**config.mk**
```make
export PLATFORM = sky130hd
export DESIGN_NAME = data_demux_flat
export DESIGN_NICKNAME = d
export VERILOG_FILES = /design/src/rtl/data_demux_if.sv /design/src/rtl/data_demux.sv /design/src/flat_wrapper.sv
export SDC_FILE = /design/constraint.sdc
export NUM_CORES = 1
export LEC_CHECK = 0
export CORE_AREA = 2 2 97 99
export DETAILED_ROUTE_END_ITERATION = 10
export DIE_AREA = 0 0 99 101
export PLACE_DENSITY = 0.71
export SYNTH_ARGS = -nofsm -noshare
export SYNTH_HDL_FRONTEND = slang
export SYNTH_SLANG_ARGS = --single-unit
```
**constraint.sdc**
```tcl
create_clock -name init_clk -period 2.5 [get_ports init_clk]
set_input_delay 0.375 -clock init_clk [delete_from_list [all_inputs] [get_ports init_clk]]
set_output_delay 0.375 -clock init_clk [all_outputs]
set_load 0.05 [all_outputs]
```
**src/rtl/data_demux_if.sv**
```systemverilog
// Ingress/egress FIFO bundle for data_demux: one FWFT ingress stream in,
// six channel FIFOs sharing one data bus out.
interface data_demux_if;
    logic [15:0] ingress_fifo_out;
    logic        ingress_fifo_empty;
    logic        ingress_fifo_rd_en;
    logic [15:0] egress_fifo_din;
    logic [5:0]  egress_fifo_wren;
    logic [5:0]  egress_fifo_full;

    modport slave (
        input  ingress_fifo_out, ingress_fifo_empty, egress_fifo_full,
        output ingress_fifo_rd_en, egress_fifo_din, egress_fifo_wren
    );
    modport master (
        output ingress_fifo_out, ingress_fifo_empty, egress_fifo_full,
        input  ingress_fifo_rd_en, egress_fifo_din, egress_fifo_wren
    );
endinterface

```
**src/rtl/data_demux.sv**
```systemverilog
// Packet demultiplexer: parses header/length/payload/trailer framing from one
// ingress stream and steers payload words to one of six channel FIFOs.
module data_demux #(
    parameter logic [7:0]  HEADER_TAG   = 8'hA5,
    parameter logic [15:0] TRAILER_WORD = 16'h5A5A,
    parameter logic [15:0] MAX_LEN      = 16'd1024
) (
    input  logic        init_clk,
    input  logic        reset_n_i,
    input  logic [5:0]  ch_en,
    data_demux_if.slave fifo_if,
    output logic [15:0] pkt_cnt,
    output logic [15:0] err_cnt,
    output logic        busy
);
    typedef enum logic [1:0] {HUNT, LEN, PAYLOAD, TRAILER} state_e;

    state_e      state_q, state_d;
    logic [15:0] rem_q, rem_d;
    logic [2:0]  ch_q, ch_d;
    logic        en_q, en_d;
    logic [15:0] pkt_q, pkt_d;
    logic [15:0] err_q, err_d;

    logic [15:0] word;
    logic        avail;
    logic        pop;
    logic [5:0]  wren;
    logic        pkt_inc;
    logic        err_inc;

    assign word = fifo_if.ingress_fifo_out;
    // Gating with reset keeps the strobes quiet while reset is held, not just after the next edge.
    assign avail = !fifo_if.ingress_fifo_empty && reset_n_i;

    always_comb begin
        state_d = state_q;
        rem_d   = rem_q;
        ch_d    = ch_q;
        en_d    = en_q;
        pop     = 1'b0;
        wren    = 6'd0;
        pkt_inc = 1'b0;
        err_inc = 1'b0;
        case (state_q)
            HUNT: begin
                if (avail) begin
                    pop = 1'b1;
                    if (word[15:8] == HEADER_TAG && word[7:3] == 5'd0 && word[2:0] <= 3'd5) begin
                        ch_d    = word[2:0];
                        en_d    = ch_en[word[2:0]];
                        state_d = LEN;
                    end else begin
                        err_inc = 1'b1;
                    end
                end
            end
            LEN: begin
                if (avail) begin
                    pop = 1'b1;
                    if (word == 16'd0) begin
                        state_d = TRAILER;
                    end else if (word <= MAX_LEN) begin
                        rem_d   = word;
                        state_d = PAYLOAD;
                    end else begin
                        err_inc = 1'b1;
                        state_d = HUNT;
                    end
                end
            end
            PAYLOAD: begin
                // A dropped packet never stalls on the full flag of its channel.
                if (avail && (!en_q || !fifo_if.egress_fifo_full[ch_q])) begin
                    pop   = 1'b1;
                    rem_d = rem_q - 16'd1;
                    if (en_q) wren = 6'b000001 << ch_q;
                    if (rem_q == 16'd1) state_d = TRAILER;
                end
            end
            TRAILER: begin
                if (avail) begin
                    pop     = 1'b1;
                    state_d = HUNT;
                    if (word == TRAILER_WORD) pkt_inc = 1'b1;
                    else                      err_inc = 1'b1;
                end
            end
            default: state_d = HUNT;
        endcase
        pkt_d = (pkt_inc && pkt_q != 16'hFFFF) ? pkt_q + 16'd1 : pkt_q;
        err_d = (err_inc && err_q != 16'hFFFF) ? err_q + 16'd1 : err_q;
    end

    always_ff @(posedge init_clk or negedge reset_n_i) begin
        if (!reset_n_i) begin
            state_q <= HUNT;
            rem_q   <= 16'd0;
            ch_q    <= 3'd0;
            en_q    <= 1'b0;
            pkt_q   <= 16'd0;
            err_q   <= 16'd0;
        end else begin
            state_q <= state_d;
            rem_q   <= rem_d;
            ch_q    <= ch_d;
            en_q    <= en_d;
            pkt_q   <= pkt_d;
            err_q   <= err_d;
        end
    end

    assign fifo_if.ingress_fifo_rd_en = pop;
    assign fifo_if.egress_fifo_wren   = wren;
    assign fifo_if.egress_fifo_din    = word;
    assign pkt_cnt = pkt_q;
    assign err_cnt = err_q;
    assign busy    = (state_q != HUNT);
endmodule

```
**src/flat_wrapper.sv**
```systemverilog
// flat-port wrapper written by rule: the top's interface ports become plain ports
module data_demux_flat 
#(
    parameter logic [7:0]  HEADER_TAG   = 8'hA5,
    parameter logic [15:0] TRAILER_WORD = 16'h5A5A,
    parameter logic [15:0] MAX_LEN      = 16'd1024
)
  (init_clk, reset_n_i, ch_en, pkt_cnt, err_cnt, busy, fifo_if_ingress_fifo_out, fifo_if_ingress_fifo_empty, fifo_if_egress_fifo_full, fifo_if_ingress_fifo_rd_en, fifo_if_egress_fifo_din, fifo_if_egress_fifo_wren);
  data_demux_if fifo_if_i ();
  input  logic init_clk;
  input  logic reset_n_i;
  input  logic [5:0] ch_en;
  output logic [15:0] pkt_cnt;
  output logic [15:0] err_cnt;
  output logic busy;
  input wire logic [$bits(fifo_if_i.ingress_fifo_out)-1:0] fifo_if_ingress_fifo_out;
  input wire logic [$bits(fifo_if_i.ingress_fifo_empty)-1:0] fifo_if_ingress_fifo_empty;
  input wire logic [$bits(fifo_if_i.egress_fifo_full)-1:0] fifo_if_egress_fifo_full;
  output wire logic [$bits(fifo_if_i.ingress_fifo_rd_en)-1:0] fifo_if_ingress_fifo_rd_en;
  output wire logic [$bits(fifo_if_i.egress_fifo_din)-1:0] fifo_if_egress_fifo_din;
  output wire logic [$bits(fifo_if_i.egress_fifo_wren)-1:0] fifo_if_egress_fifo_wren;
  assign fifo_if_i.ingress_fifo_out = fifo_if_ingress_fifo_out;
  assign fifo_if_i.ingress_fifo_empty = fifo_if_ingress_fifo_empty;
  assign fifo_if_i.egress_fifo_full = fifo_if_egress_fifo_full;
  assign fifo_if_ingress_fifo_rd_en = fifo_if_i.ingress_fifo_rd_en;
  assign fifo_if_egress_fifo_din = fifo_if_i.egress_fifo_din;
  assign fifo_if_egress_fifo_wren = fifo_if_i.egress_fifo_wren;
  data_demux #(.HEADER_TAG(HEADER_TAG), .TRAILER_WORD(TRAILER_WORD), .MAX_LEN(MAX_LEN)) u_core (.init_clk(init_clk), .reset_n_i(reset_n_i), .ch_en(ch_en), .fifo_if(fifo_if_i), .pkt_cnt(pkt_cnt), .err_cnt(err_cnt), .busy(busy));
endmodule
```
* Yosys cells after proc, flatten, opt, wreduce, memory -nomap -nowiden *
Index checks and enable logic that the tools add are counted.

word-level totals
  register bits after elaboration = 54
  bits in latches = 0
  memory bits (writable) = 0
  memory bits (read-only) = 0
  input bits = 31
  output and inout port bits = 56
  memories kept = 0

cells by class
  $add $sub $neg = 3
  $mul = 0
  divide/modulo/power cells = 0
  order comparisons = 4
  equal/unequal tests = 16
  shifts and indexed selects = 1
  muxes and demuxes = 35
  bitwise logic cells = 0
  reductions and logical operators = 19

operators with widths
  cell                                                              number
  2-to-1 mux 16 bit                                                 4
  adder 16 x 1 -> 16 bit, second input constant                     2
  != test 16 bit, second input constant                             2
  one-hot mux 16 bit (2 select lines)                               1
  2-to-1 mux 6 bit                                                  3
  equality test 16 x 1 -> 1 bit, second input constant              1
  equality test 16 x 15 -> 1 bit, second input constant             1
  less-or-equal comparator 16 x 11 -> 1 bit, second input constant  1
  zero test 16 bit                                                  1
  2-to-1 mux 2 bit                                                  8
  subtractor 16 x 1 -> 16 bit, second input constant                1
  2-to-1 mux 1 bit                                                  14
  != test 2 x 1 -> 1 bit, second input constant                     7
  equality test 8 bit, second input constant                        1
  < comparator 3 x 4 -> 1 bit, second input constant                2
  one-hot mux 2 bit (4 select lines)                                1
  binary-select mux 1 bit (select 3 bit)                            2
  logical AND 1 bit                                                 6
  AND reduction 6 bit                                               1
  left shift 1 x 3 -> 6 bit, first input constant                   1
  zero test 5 bit                                                   1
  AND reduction 5 bit                                               1
  equality test 2 bit, second input constant                        2
  nonzero test 2 bit                                                2
  other kinds (10)                                                  12

* Depth between registers and ports, before layout *
  depth after elaboration = 7
  mapped depth = 9

* Least setup slack after synthesis *
OpenSTA, ideal clock, no wires.

  kind = reg2out
  start point = reg u_core.ch_q[1]
  end point = out fifo_if_egress_fifo_wren[2]
  arrival time = 2.859 ns
  data required time = 2.125 ns
  path slack = -0.734 ns
  cell stages (with the launch flop) = 8
  path buffers = 3
  cell sequence = dfrtp_1 -> clkbuf_1 -> mux2i_1 -> o22ai_1 -> a21o_1 -> buf_2 -> buf_1 -> nor4_1

between the ends
  cells in the longest elaborated chain, start to end = 7

RTL lines
  what                                    RTL line            RTL
  start, declared                         data_demux.sv:20    logic [2:0] ch_q, ch_d;
  start signal, assigned                  data_demux.sv:106   ch_q <= ch_d;
  binary-select mux 1 bit (select 3 bit)  data_demux.sv:74    if (avail && (!en_q || !fifo_if.egress_fifo_full[ch_q])) begin
  2-to-1 mux 1 bit (implied by the code)  data_demux.sv:74
  zero test 1 bit                         data_demux.sv:74
  logical OR 1 bit                        data_demux.sv:74
  logical AND 1 bit                       data_demux.sv:74
  2-to-1 mux 6 bit (*)                    data_demux.sv:74
  2-to-1 mux 6 bit (*)                    data_demux.sv:45    case (state_q)
  end, declared                           flat_wrapper.sv:21  output wire logic [$bits(fifo_if_i.egress_fifo_wren)-1:0] fifo_if_egress_fifo_wren;

Mark *: on every way between the ends. The rest lies on a longest branch, timed or not. The select of a mux whose other input is x is not followed.

* Worst setup path after layout *
  start point = in fifo_if_ingress_fifo_empty
  end point = out fifo_if_egress_fifo_wren[1]

between the ends
  cells in the longest elaborated chain, start to end = 5

RTL lines
  what               RTL line            RTL
  start, declared    flat_wrapper.sv:17  input wire logic [$bits(fifo_if_i.ingress_fifo_empty)-1:0] fifo_if_ingress_fifo_empty;
  zero test 1 bit    data_demux.sv:34    assign avail = !fifo_if.ingress_fifo_empty && reset_n_i;
  logical AND 1 bit  data_demux.sv:34
  logical AND 1 bit  data_demux.sv:74
  2-to-1 mux 6 bit   data_demux.sv:74
  2-to-1 mux 6 bit   data_demux.sv:45

Every way passes these cells.

==> reports/results.tsv <==
stage	metric	value	unit
job	max-cap-violations	0	
global_route	grt_pass1_wl	15.9	mm
critical_path	crit_type	input port to primary output	
drt	drt_iter0_drc	248	
critical_path	reg2reg_setup_slack	0.26	ns
logic_synthesis	async_reset_ff_share	100	%
pwr	leakage	0.00199	µW
pwr	power.density	702	nW/µm²
drt	wl_per_cell	16.6	µm
final_layout	area_growth	37.4	%
pwr	clockPowerShare	15.9	%
floorplan	io_pins	87	
sta	fin_crit	2.41	ns
global_route	grt_overflow	0	
clocking	h-tree-depth	2	
final_layout	fillers	804	
final_layout	layout.nets	522	
final_layout	fin_util	53.1	%
drt	avgViaCountPerCell	5.63	
worst_hold_path	min_path_type	input port to asynchronous set/reset pin	
pwr	combPwrFrac	44.4	%
global_route	track_usage	19.6	%
sta	setup_violations	0	
drt	vias	3345	
pwr	ir_worst_vdd	738	µV
pwr	intPower	1900	µW
critical_path	critPathRequiredTime	2.12	ns
floorplan	core-area	8980	µm²
sta	fmax	414	MHz
final_layout	drive_gt1_share	21.9	%
logic_synthesis	synth.most_common_cell	dfrtp_1	
logic_synthesis	synth_warnings	0	
logic_synthesis	syn_nets	416	
pwr	p_sw	1440	µW
clocking	root_buffer	clkbuf_8	
logic_synthesis	synth_seq_cells	54	
clocking	cts.path.max_buffers	2	
clocking	cts_tree	done	
floorplan	row_count	35	
sta	hold_ws	0.234	ns
drt	drtPass1Iterations	5	
critical_path	crit_fanout	4	
logic_synthesis	synth_cell_type_count	55	
critical_path	r2r-end	u_core.rem_q[15]	
drt	route.detailed.drc	0	
logic_synthesis	synth_top_area_share	39.0	%
logic_synthesis	ys.flop_type	dfrtp_1	
placement	place_ws	-0.163	ns
critical_path	startpoint	fifo_if_ingress_fifo_empty	
placement	place_inst	585	
global_route	grt_pass1_vias	3248	
clocking	clk_pin_slew	0.11	ns
sta	skew	0.0114	ns
pwr	p_sw_share	43.2	%
placement	io_buffers	86	
final_layout	instances_no_fill	594	
floorplan	die-area	10000	µm²
sta	final_max_slew_viol_count	0	
final_layout	diodes	0	
critical_path	critPathCapture	fifo_if_egress_fifo_wren[1]	
logic_synthesis	synth_edf_count	0	
global_route	antenna_found_initial	0	
placement	gp_congestion	0.925	
logic_synthesis	mappedNetlistArea	3470	µm²
critical_path	r2r_start	u_core.rem_q[2]	
critical_path	startpoint_type	input port	
logic_synthesis	synth_top_cell_by_area	dfrtp_1	
run_status	status	complete, no violations	
sta	report.final.hold_viol_count	0	
logic_synthesis	synthTopCellsByCount	dfrtp_1 (54), nand2_1 (30), nand4_1 (22), nor3_1 (22)	
placement	dpl.hpwl	7.44	mm
clocking	clkSinkCount	54	
sta	relSlewSlack	53.4	%
clocking	hold_buffers	0	
sta	setup_ws	0.0868	ns
clocking	cts_buffers	5	
floorplan	die_h	101	µm
logic_synthesis	syn_inst	376	
critical_path	reg2reg_depth	6	
sta	worst_slew_pin_slew	0.699	ns
logic_synthesis	ys_seq_area_share	39.0	%
clocking	clkLatencyLatePin	0.31	ns
floorplan	die_w	99	µm
pwr	seq_power_share	39.7	%
critical_path	end_kind	primary output	
floorplan	start_util	38.6	%
drt	ant_nets	0	
critical_path	arrival	2.04	ns
logic_synthesis	avgSynthCellArea	9.22	µm²
sta	period_share	96.5	%
global_route	grt_max_degree	55	
drt	wl	9.83	mm
logic_synthesis	synth_area_leaders	dfrtp_1 (39%), xnor2_1 (5.1%), nand4_1 (4.0%)	
==> cell usage in the layout (no fill, tap or decap), types with 3 or more instances in the layout <==
master            n
nand2b_1          4
mux2i_1           8
o211ai_1          3
a2bb2oi_1         4
a21oi_1           8
or3_1             3
o22ai_1           5
xnor2_1          20
nor4_2            3
nand2_1          30
and4_1            7
and3_1            6
o21ai_0          13
buf_4            62
a211oi_1          3
dfrtp_1          53
nor3_1           22
clkdlybuf4s50_1  61
ha_1              9
nand4_1          22
xor2_1           10
mux2_2            5
clkbuf_8          5
or2_2             3
a211o_1           3
nor4_1            9
nor2_1           18
a22oi_1           4
buf_12            6
inv_1            13
nor2_2            5
nand3_1          18
==> worst min path at each step <==
stage	from	endpoint
floorplan	reset_n_i	asynchronous set/reset pin
detailed placement	u_core.pkt_cnt[5]	u_core.pkt_cnt[5]
global placement	u_core.pkt_cnt[12]	u_core.pkt_cnt[12]
finish	reset_n_i	u_core.rem_q[10]
CTS	reset_n_i	u_core.err_cnt[8]
global route	reset_n_i	u_core.rem_q[10]
==> cell type report <==
| class | instances | area [µm²] | area share (%) |
|---|---|---|---|
| inverters | 13 | 48.8 | 1.02 |
| clock buffers | 5 | 68.8 | 1.44 |
| multi-input cells | 276 | 1900 | 39.9 |
| clock inverters | 3 | 28.8 | 0.604 |
| flip-flops and latches | 54 | 1350 | 28.4 |
| repair buffers | 132 | 1220 | 25.7 |
| well taps | 111 | 139 | 2.91 |
==> kinds of logic after synthesis <==
logic type               count (synthesis)  share of synthesized area, %
AO/OA/AOI/OAI                           57                          11.8
XOR/XNOR                                30                          7.58
adder cells (fa/ha/maj)                  9                          3.25
buffers and inverters                   46                          7.25
flip-flops                              54                          39.0
multiplexers                            14                          4.58
AND/OR/NAND/NOR                        166                          26.6
==> power by group through the flow <==
stage               clock network, µW  registers (µW)  logic [µW]
finish                            530            1330        1490
global route                      573            1360        1610
CTS                               545            1310        1480
detailed placement                  0            1330        1480
global placement                    0            1320        1440
floorplan                           0            1380         832
==> worst max-delay path, stage by stage <==
cell             delay (ns)
clkdlybuf4s50_1        0.41
and2b_2                0.25
o31ai_1                0.10
a21o_1                 0.21
or3_4                  0.39
nor2_2                 0.16
buf_12                 0.15
==> registers in the layout, indices dropped and copies added (netlist names), named ones only <==
name / count
u_core.err_cnt: 16
u_core.pkt_cnt: 16
u_core.rem_q: 16
u_core.ch_q: 3
u_core.en_q: 1
u_core.state_q: 1
==> through the flow <==
step	power, µW	setup TNS, ns	cell area [µm²]
after CTS	3340	0	4730
after global placement	2750	-1.24	4630
after detailed placement	2800	-3.00	4630
after global routing	3550	-0.00144	4760
final	3340	0	4760
after floorplan	2210	-0.564	3480
==> layer usage <==
metal	global-route usage, %	vias to the layer above	share of wire [%]
met5	0	-	0
met4	6.43	0	2.3
met3	4.30	26	7.1
met2	30.9	151	46
met1	26.8	1589	44
li1	-	1579	-
==> timing repair <==
item / 4_1_cts / 5_1_grt
endpoints found under the setup margin: 1 / 16
pin swaps: 0 / 2
cloned: 0 / 0
gates resized for setup: 1 / 7
endpoints found under the hold margin: 0 / 0
buffers inserted: 0 / 1
(Power assumes the default switching activity.)
